**config.mk**
```make
export PLATFORM = sky130hd
export DESIGN_NAME = sccb_arbmod
export DESIGN_NICKNAME = d
export VERILOG_FILES = /design/src/rtl/camera_pkg.sv /design/src/rtl/sccb_wdogmod.sv /design/src/rtl/sccb_arbmod.sv
export SDC_FILE = /design/constraint.sdc
export NUM_CORES = 1
export LEC_CHECK = 0
export ABC_CLOCK_PERIOD_IN_PS = 2400
export CAP_MARGIN = 20
export CORE_MARGIN = 5
export CORE_UTILIZATION = 55
export DETAILED_ROUTE_END_ITERATION = 10
export DONT_BUFFER_PORTS = 1
export PLACE_DENSITY = 0.7
export SETUP_SLACK_MARGIN = 0.1
export SLEW_MARGIN = 20
export SYNTH_ARGS = -nofsm -noshare
export SYNTH_HDL_FRONTEND = slang
export SYNTH_SLANG_ARGS = --single-unit
```
**constraint.sdc**
```tcl
create_clock -name CLOCK -period 2.4 [get_ports CLOCK]
set_input_delay 0.24 -clock CLOCK [delete_from_list [all_inputs] [get_ports CLOCK]]
set_output_delay 0.24 -clock CLOCK [all_outputs]
set_load 0.02 [all_outputs]
```
**src/rtl/camera_pkg.sv**
```systemverilog
`default_nettype none
// ============================================================================
// camera_pkg : constants and types shared by the camera control blocks
// Rev 1.0
// ============================================================================
package camera_pkg;

    localparam logic [1:0] ST_IDLE    = 2'd0;
    localparam logic [1:0] ST_WAIT    = 2'd1;
    localparam logic [1:0] ST_RELEASE = 2'd2;

    localparam int SCCB_DW          = 16;
    localparam int SCCB_TIMEOUT_DEF = 1_000_000;

    typedef logic [SCCB_DW-1:0] sccb_word_t;

    function automatic logic [1:0] onehot2(input logic idx);
        return idx ? 2'b10 : 2'b01;
    endfunction

endpackage
`default_nettype wire

```
**src/rtl/sccb_wdogmod.sv**
```systemverilog
`default_nettype none
// ============================================================================
// sccb_wdogmod : clear/enable watchdog counter, flags TIMEOUT-1 and saturates
// Rev 1.0
// ============================================================================
module sccb_wdogmod
    import camera_pkg::*;
#(
    parameter int TIMEOUT = SCCB_TIMEOUT_DEF
) (
    input  logic CLOCK,
    input  logic RESET,
    input  logic clr_i,
    input  logic en_i,
    output logic expired_o
);

    localparam int            CW       = $clog2(TIMEOUT);
    localparam logic [CW-1:0] CNT_LAST = CW'(TIMEOUT - 1);

    logic [CW-1:0] cnt_q;
    logic [CW-1:0] cnt_d;

    assign expired_o = (cnt_q == CNT_LAST);

    always_comb begin
        cnt_d = cnt_q;
        if (clr_i) begin
            cnt_d = '0;
        end else if (en_i && !expired_o) begin
            cnt_d = cnt_q + CW'(1);
        end
    end

    always_ff @(posedge CLOCK or negedge RESET) begin
        if (!RESET) begin
            cnt_q <= '0;
        end else begin
            cnt_q <= cnt_d;
        end
    end

endmodule
`default_nettype wire

```
**src/rtl/sccb_arbmod.sv**
```systemverilog
`default_nettype none
// ============================================================================
// sccb_arbmod : round-robin arbiter sharing one sccb_funcmod between two users
// Rev 1.0
// ============================================================================
module sccb_arbmod
    import camera_pkg::*;
#(
    parameter int TIMEOUT = SCCB_TIMEOUT_DEF
) (
    input  logic               CLOCK,
    input  logic               RESET,
    input  logic [1:0]         iCall,
    input  logic [SCCB_DW-1:0] iData0,
    input  logic [SCCB_DW-1:0] iData1,
    output logic [1:0]         oDone,
    output logic [1:0]         oErr,
    output logic [1:0]         oGrant,
    output logic               oBusy,
    output logic               oCall,
    output logic [SCCB_DW-1:0] oData,
    input  logic               iDone
);

    logic [1:0] state_q, state_d;
    logic [1:0] done_q, done_d;
    logic [1:0] err_q, err_d;
    logic [1:0] grant_q, grant_d;
    logic       busy_q, busy_d;
    logic       call_q, call_d;
    logic       last_q, last_d;
    sccb_word_t data_q, data_d;

    logic gidx;
    logic pick;
    logic wdog_clr;
    logic wdog_en;
    logic expired;

    assign gidx     = grant_q[1];
    assign wdog_clr = (state_q == ST_IDLE);
    assign wdog_en  = (state_q == ST_WAIT);

    // On a tie the requester that was not served last wins
    assign pick = (iCall == 2'b11) ? ~last_q : iCall[1];

    sccb_wdogmod #(
        .TIMEOUT   (TIMEOUT)
    ) u_wdog (
        .CLOCK     (CLOCK),
        .RESET     (RESET),
        .clr_i     (wdog_clr),
        .en_i      (wdog_en),
        .expired_o (expired)
    );

    always_ff @(posedge CLOCK or negedge RESET) begin
        if (!RESET) begin
            state_q <= ST_IDLE;
            done_q  <= '0;
            err_q   <= '0;
            grant_q <= '0;
            busy_q  <= 1'b0;
            call_q  <= 1'b0;
            last_q  <= 1'b1;
            data_q  <= '0;
        end else begin
            state_q <= state_d;
            done_q  <= done_d;
            err_q   <= err_d;
            grant_q <= grant_d;
            busy_q  <= busy_d;
            call_q  <= call_d;
            last_q  <= last_d;
            data_q  <= data_d;
        end
    end

    always_comb begin
        state_d = state_q;
        case (state_q)
            ST_IDLE:    if (|iCall)            state_d = ST_WAIT;
            ST_WAIT:    if (iDone || expired)  state_d = ST_RELEASE;
            ST_RELEASE: if (!iCall[gidx])      state_d = ST_IDLE;
            default:                           state_d = ST_IDLE;
        endcase
    end

    always_comb begin
        done_d  = '0;
        err_d   = '0;
        grant_d = grant_q;
        call_d  = call_q;
        data_d  = data_q;
        last_d  = last_q;
        busy_d  = (state_d != ST_IDLE);
        case (state_q)
            ST_IDLE: begin
                if (|iCall) begin
                    grant_d = onehot2(pick);
                    data_d  = pick ? iData1 : iData0;
                    call_d  = 1'b1;
                end
            end
            ST_WAIT: begin
                if (iDone || expired) begin
                    call_d = 1'b0;
                    done_d = grant_q;
                    err_d  = iDone ? 2'b00 : grant_q;
                    last_d = gidx;
                end
            end
            ST_RELEASE: begin
                // Grant is held until the served call drops, so a stale level is never re-served
                if (!iCall[gidx]) begin
                    grant_d = '0;
                end
            end
            default: begin
                grant_d = '0;
                call_d  = 1'b0;
            end
        endcase
    end

    assign oDone  = done_q;
    assign oErr   = err_q;
    assign oGrant = grant_q;
    assign oBusy  = busy_q;
    assign oCall  = call_q;
    assign oData  = data_q;

endmodule
`default_nettype wire

```
# --- After elaboration in Yosys (flattened, before gate mapping) ---
# Cells that the tools add are included.
# W data, S select, Z words.
op_classes:
  n_eq_ne: 7
  div: 0
  n_reduce_logical: 11
  n_bitwise: 3
  n_mul: 0
  order_cmp: 1
  add_sub_neg: 1
  mux: 22
  n_shift: 0
op_table:
  columns: ["operator", "n"]
  rows:
  - ["$mux W20", 2]
  - ["$mux W2", 11]
  - ["$add A20 B1 Y20 const B", 1]
  - ["$eq A20 B20 Y1 const B", 1]
  - ["$mux W16", 1]
  - ["$pmux W2 S3", 2]
  - ["$ne A2 B2 Y1 const B", 3]
  - ["$reduce_and A3 Y1", 2]
  - ["$mux W1", 5]
  - ["$eq A2 B2 Y1 const B", 2]
  - ["$reduce_and A2 Y1", 2]
  - ["$reduce_bool A2 Y1", 2]
  - ["$not A1 Y1", 3]
  - ["$pmux W1 S3", 1]
  - ["$eq A2 B1 Y1 const B", 1]
  - ["$logic_not A2 Y1", 1]
  - ["$lt A1 B2 Y1 const B", 1]
  - ["$reduce_or A2 Y1", 1]
  - ["$logic_and A1 B1 Y1", 1]
  - ["$logic_not A1 Y1", 1]
  - ["$logic_or A1 B1 Y1", 1]
word_totals:
  latchBits: 0
  out_inout_bits: 24
  ram_bits: 0
  rom_bits: 0
  elab_cells: 54
  ff_bits: 47
  mem_count: 0

# --- Logic depth before layout (Yosys ltp) ---
# Gate-level depths: netlist of run 1.
logic_depth:
  ltp_word: 5
  ltp_mapped: 7
  depth_no_buf: 5

# --- Cells and area by module ---
# Synthesis of run 1 repeated with hierarchy kept, for this count alone.
unflattened:
  cells_unflattened: 207
  area_unflattened_um2: 2392.3
modules_own_cells:
  columns: ["mod", "seq_area_each_um2", "n_inst", "cells_each", "area_per_inst_um2"]
  rows:
  - ["sccb_arbmod", 676.9, 1, 94, 1293.7]
  - ["sccb_wdogmod", 500.5, 1, 113, 1098.6]

# --- Least setup slack after synthesis of run 1 ---
# Ideal clock, no wire load.
synth_path:
  kind: "reg-to-reg"
  startpoint: "register u_wdog.cnt_q[8]"
  endpoint: "register u_wdog.cnt_q[6]"
  required_ns: 2.279
  setup_time_ns: 0.121
  path_buffers: 0
  stages_incl_launch_ff: 5
  period_less_slack_ns: 1.924
  path_slack_ns: 0.476
  arrival_ns: 1.803
  cell_sequence: "dfrtp_1 -> or4b_4 -> nor4_4 -> a21oi_2 -> a22o_1"
synth_via:
  elab_chain_len: 4
synth_lines:
  columns: ["item", "line", "rtl"]
  rows:
  - ["from (decl)", "sccb_wdogmod.sv:21", "logic [CW-1:0] cnt_q;"]
  - ["from (signal assigned)", "sccb_wdogmod.sv:39", "cnt_q <= cnt_d;"]
  - ["$eq A20 B20 Y1", "sccb_wdogmod.sv:24", "assign expired_o = (cnt_q == CNT_LAST);"]
  - ["$logic_not A1 Y1", "sccb_wdogmod.sv:30", "end else if (en_i && !expired_o) begin"]
  - ["$logic_and A1 B1 Y1", "sccb_wdogmod.sv:30", null]
  - ["$reduce_bool A2 Y1 (no line)", null, null]
# Every way passes these cells.
# A chain may end at the register's enable or synchronous reset.

# --- Worst setup path in the final report of run 1 ---
layout_path:
  startpoint: "register u_wdog.cnt_q[8]"
  endpoint: "register call_q, in the netlist oCall"
layout_via:
  elab_chain_len: 4
layout_lines:
  columns: ["item", "line", "rtl"]
  rows:
  - ["$eq A20 B20 Y1", "sccb_wdogmod.sv:24", null]
  - ["$logic_or A1 B1 Y1", "sccb_arbmod.sv:106", "if (iDone || expired) begin"]
  - ["$ne A2 B2 Y1 (no line)", null, null]
  - ["$reduce_and A3 Y1 (no line)", null, null]
  - ["to (signal assigned)", "sccb_arbmod.sv:73", "call_q <= call_d;"]
  - ["to (decl)", "sccb_arbmod.sv:30", "logic call_q, call_d;"]
# Every way passes these cells.

==> results of run 1 <==
[registers in the layout, indices dropped and copies added (netlist names)]
| signal | cells |
|---|---|
| u_wdog.cnt_q | 20 |
| oData | 16 |
| oDone | 2 |
| oErr | 2 |
| oGrant | 2 |
| state_q | 2 |
| last_q | 1 |
| oBusy | 1 |
| oCall | 1 |
[worst max-delay path by stage]
stage                    startpoint              end  slack, ns  cells after the start
global route        u_wdog.cnt_q[8]            oCall       0.24                      4
CTS                 u_wdog.cnt_q[8]            oCall       0.31                      4
global placement    u_wdog.cnt_q[8]            oCall       0.34                      4
floorplan           u_wdog.cnt_q[8]  u_wdog.cnt_q[6]       0.48                      4
finish              u_wdog.cnt_q[8]            oCall       0.34                      4
detailed placement  u_wdog.cnt_q[8]            oCall       0.32                      4
[report_power, final]
group	switching, mW	leakage, nW	total [mW]	internal (mW)
Combinational	0.472	0.451	0.756	0.284
Clock	0.261	0.0654	0.677	0.416
Sequential	0.406	0.611	1.42	1.01
Total	1.14	1.13	2.85	1.71
[layer usage]
layer	global-route usage [%]	vias up	wire, um
met5	0	-	0
met3	5.79	9	373
met4	5.07	0	81
met1	24.7	899	2340
li1	-	926	-
met2	27.6	64	2270
[synthesized netlist by cell type (all sizes together) (2+ instances only)]
cell,n
nand3,6
o22ai,2
nor4,6
o21ai,26
nand4,11
dfrtp,46
a21oi,10
o31ai,2
nand2,44
or4,6
mux2,2
a22o,4
o211ai,3
or3,4
and3,2
clkbuf,7
nor3,3
mux2i,23
buf,8
nor2,10
o311ai,2
nand2b,2
and4,2
inv,5
[cells by family after synthesis]
family	Yosys count	synth area share, %
multiplexers	25	10.4
adder cells (fa/ha/maj)	1	0.514
AND/OR/NAND/NOR	103	22.4
flip-flops	47	48.4
buffers and inverters	20	3.40
AO/OA/AOI/OAI	57	14.9
[layout by cell type (no fill, tap or decap), drive strengths merged, types with 2 or more instances in the layout]
master,instances
o31ai,2
or4,6
o21ai,26
and3,2
a21oi,10
mux2i,23
nor4,6
or3,4
nand4,11
o311ai,2
bufinv,2
inv,5
o211ai,3
clkbuf,6
buf,7
o22ai,2
a22o,4
nand2,44
dfrtp,46
nand2b,2
nor3,3
nor2,10
and4,2
nand3,6
mux2,2
dlygate4sd3,2
[metrics by stage]
stage | power [mW] | setup slack [ns] | instances | hold slack (ns)
CTS | 2.87 | 0.308 | 307 | 0.0221
finish | 2.85 | 0.339 | 307 | 0.0347
global placement | 2.15 | 0.344 | 296 | -0.0542
detailed placement | 2.16 | 0.317 | 296 | -0.0540
floorplan | 1.98 | 0.476 | 253 | -0.0556
global route | 3.05 | 0.242 | 307 | 0.0179
[area by class of cell]
class,instances,area share [%]
Sequential cell,47,44.1
Tap cell,52,2.44
Timing Repair Buffer,9,3.47
Clock buffer,6,2.72
Inverter,5,0.703
Multi-Input combinational cell,186,44.3
Clock inverter,2,2.25
[critical path: stages, from the launching register on]
cell and delay, ns:
dfrtp_1 0.44, or4b_4 0.57, or4_1 0.56, nor2_2 0.18
o221ai_1 0.14
==> results.md, run 1 <==
- Power Dens Cells: 1070 mW/mm^2
- Leak pwr: 1.13 nW
- Post_cts resized: 0
- Diode count: 0
- Relative max-transition margin: 40.6%
- RePlAce Congestion: 0.774
- Sink Count: 47
- Clock slew at reported path FFs: 0.08 ns
- CTS tree: done
- DRC marker count from the first detailed-route iteration: 90
- First-pass GRT wire length: 8880 um
- Fraction of registers with async set/reset: 100%
- Multi-input gate area: 0.00118 mm^2
- CP Max Fanout: 7
- Clock root cell: clkbuf_8
- Final Critical Period: 2.06 ns
- Crit share post-route: 85.9%
- Data arrival time of the critical path: 2.20 ns
- Final core occ: 61.7%
- Post-synth EDFFs: 0
- CP Class: reg -> reg
- CTS Buffer Depth: 2
- CP Launch Type: flip-flop
- Drt total wl: 5070 um
- # hold bufs at CTS: 3
- I/O Buffers: 0
- FILL cells: 377
- Via density per instance: 6.18
- Hold Path Stages: 1
- Core area: 0.00432 mm^2
- Vias in the first global route: 1879
- Final TNS setup: 0 ns
- Post-synth top area share: 47.3%
- Fin nets: 292
- Cell area after synthesis: 0.00243 mm^2
- Req. time, crit path: 2.54 ns
- Placed inst area: 0.00248 mm^2
- Postcts setup bufs: 0
- Reg2reg setup slack: 0.34 ns
- Yosys top cell by area: dfrtp_1
- Inserted Clock Buffers: 5
- RSZ-0062 raised after global routing: no
- DIE HEIGHT: 76.5 um
- Final HPWL DP: 3520 um
- Antenna Nets Post-Route: 0
- Worst hold path type: in -> reg
- Die Area: 0.00585 mm^2
- Fraction of layout instances using a drive strength above 1: 10.6%
- CP endpoint kind: flip-flop
- R2R depth: 4
- Status: finished clean
- Later-pin clock latency in the skew report: 0.30 ns
- Max-cap violation count: 0
- Hold path startpoint: iDone
- Warnings from Yosys: 0
- Total GRT Usage: 18.1%
- FF+latch area: 0.00118 mm^2
- Synthesized area per cell: 9.61 um^2
- Yosys reg bits: 47
- FF-to-FF End: oCall
- DRC: 0
- Worst Clk Skew: 0.00510 ns
- Post-synthesis sequential area ratio: 48.4%
- Final hold vios: 0
- Synthesized Nets: 291
- Ys flop type: dfrtp_1
- Horiz. Die Dim: 76.5 um
- Distinct cells, synth: 46
- Finished Cell Area: 0.00267 mm^2
- First drt pass iteration count: 4
- Row count: 24
- GR Overflow Total: 0
- Setup violators final: 0
- Initial antenna violation count: 0
- H-Tree Depth: 2
- Fmax achieved: 485 MHz
- Max-slew violations: 0
- Worst-Margin Slew: 0.892 ns
- Via count: 1898
- Hold Crit Endpoint: state_q[0]
- Initial Util: 56.3%
- Largest net degree at the start of global routing: 48
- IO Pins: 61
- Synth Instances: 253
- RR Startpoint: u_wdog.cnt_q[8]
- DR WL/cell: 16.5 um
- VDD IR max: 699 uV
- Area Overhead vs Synth: 9.77%
- Top area cells in the synthesized netlist: dfrtp_1, mux2i_1, nand2_1
Note: power is estimated with default switching activity, not from simulation.
==> run 2, diff against run 1 <==
CELL_PAD_IN_SITES_DETAIL_PLACEMENT = 2   (was default)
CELL_PAD_IN_SITES_GLOBAL_PLACEMENT = 2   (was default)
CORE_UTILIZATION = 38   (was 55)
PLACE_DENSITY = default   (was 0.7)
PLACE_DENSITY_LB_ADDON = 0.1   (was default)
==> run 2 against run 1 <==
Clock-buffer cell count unchanged. Sequential share of layout area is 0.75 points lower. Clock power fell by 16%. Register-to-register slack worse by 0.08 ns. Design area up 1.7%. Core utilization fell by 18 points. Via count rose by 5.0%. Die area up 38%. Setup slack got worse by 0.083 ns. Flip-flop and latch count is the same.
==> results.md, run 2 (same netlist as run 1, synthesis figures left out) <==
- CP Cell Sequence: or4b_4 > or4_1 > nor2_2 > o311ai_0
- CP Buf/Inv Count: 0
- Most common cell after layout, fill and taps aside: dfrtp_1
- DR WL/cell: 20.1 um
- CTS tree: done
- Data arrival time of the critical path: 2.34 ns
- IO Pins: 61
- Final worst hold slack: 0.0306 ns
- Largest Register: u_wdog.cnt_q
- Diode count: 0
- Via count: 1992
- GRT met1 Usage: 22.0%
- Final Critical Period: 2.14 ns
- Layer with the highest usage: met2
- First drt pass iteration count: 4
- Relative max-transition margin: 38.4%
- Final TNS setup: 0 ns
- CP max stage delay: 0.58 ns
- CTS Buffer Depth: 2
- Met3 Usage GRT: 3.84%
- Placed insts: 325
- Antenna Nets Post-Route: 0
- Slowest CP cell: or4b_4
- I/O Buffers: 0
- Max-slew violations: 0
- Worst-Margin Slew: 0.924 ns
- First-pass GRT wire length: 11400 um
- Core area: 0.00628 mm^2
- CP endpoint kind: flip-flop
- Fmax achieved: 467 MHz
- Power Dens Cells: 1060 mW/mm^2
- Status: finished clean
- Req. time, crit path: 2.59 ns
- Fraction of layout instances using a drive strength above 1: 11.6%
- Initial Util: 38.7%
- Drt total wl: 6750 um
- Fin cells: 336
- Max reg flops: 20
- CP Max Fanout: 7
- Total GRT Usage: 17.0%
- Commonest cells after routing, fill and taps aside: dfrtp_1, nand2_1, o21ai_0
- Largest net degree at the start of global routing: 48
- Fin nets: 297
- Pre-CTS WS: 0.301 ns
- Worst Slack Setup Final: 0.257 ns
- Vias in the first global route: 2212
- Clock root cell: clkbuf_8
- Row count: 29
- H-Tree Depth: 2
- Die Area: 0.00810 mm^2
- Crit-path leading delay family: simple AND/OR/NAND/NOR gates
- Sink Count: 47
- Leak pwr: 1.14 nW
- Postcts setup bufs: 0
- Power Total: 2.88 mW
- Horiz. Die Dim: 90.0 um
- Final hold vios: 0
- Clock slew at reported path FFs: 0.09 ns
- CP Class: reg -> reg
- RePlAce Congestion: 0.759
- Worst hold path type: in -> reg
- Via density per instance: 5.93
- Inserted Clock Buffers: 5
- VDD IR max: 576 uV
- Final HPWL DP: 4760 um
- CP Launch Type: flip-flop
- GR met2 Demand/Resource: 28.7%
- Post_cts resized: 0
- Worst Clk Skew: 0.00978 ns
- RSZ-0062 raised after global routing: no
- DRC: 0
- Area Overhead vs Synth: 11.7%
- DRC marker count from the first detailed-route iteration: 64
- Max-cap violation count: 0
- Later-pin clock latency in the skew report: 0.31 ns
- GR Overflow Total: 0
- Setup violators final: 0
- Initial antenna violation count: 0
- DIE HEIGHT: 90.0 um
- Crit share post-route: 89.3%
==> run 2: cell types whose count changed in the layout (fill, tap and decap cells not counted) <==
cell and delta:
buf_4 +3, buf_12 +1, o21ai_4 -1, o21ai_2 +1, dlygate4sd3_1 +1, bufinv_16 -1
==> run 2: final timing paths <==
path                       slack (ns)          endpoint  cells after the start             start
hold reg to reg                  0.50  u_wdog.cnt_q[19]                      1  u_wdog.cnt_q[19]
min in group asynchronous        0.44          oData[2]                      2             RESET
setup reg to reg                 0.26            last_q                      4   u_wdog.cnt_q[8]
setup / recovery                 0.26            last_q                      4   u_wdog.cnt_q[8]
hold / removal                   0.03        state_q[0]                      1             iDone
max in group asynchronous        1.68            last_q                      2             RESET
==> run 2: cell type report <==
type / count / area (um^2)
fill: 695 / 3560
sequential: 47 / 1180
clock inverter: 1 / 30.0
tap: 77 / 96.3
timing repair buffer: 14 / 145
inverter: 5 / 18.8
multi-input combinational: 186 / 1180
clock buffer: 6 / 72.6
==> run 2: through the flow <==
step	area [um^2]	util, %
floorplan	2430	-
global placement	2560	40.7
detailed placement	2560	40.7
CTS	2710	43.1
global route	2720	43.3
finish	2720	43.3
==> run 2: power by group <==
part / switching, mW / leakage (nW) / internal, mW
Combinational: 0.564 / 0.479 / 0.339
Clock: 0.266 / 0.0513 / 0.306
Sequential: 0.395 / 0.611 / 1.01
Total: 1.23 / 1.14 / 1.66
==> run 2: routing by layer <==
metal,vias up,part of all wire (%)
li1,935,-
met4,0,1.3
met2,54,50
met5,-,0
met1,994,43
met3,9,5.9
==> run 2: repair_timing <==
item,in CTS,in global routing
hold endpoints to repair,48,1
hold buffers,3,1
endpoints found under the setup margin,0,0
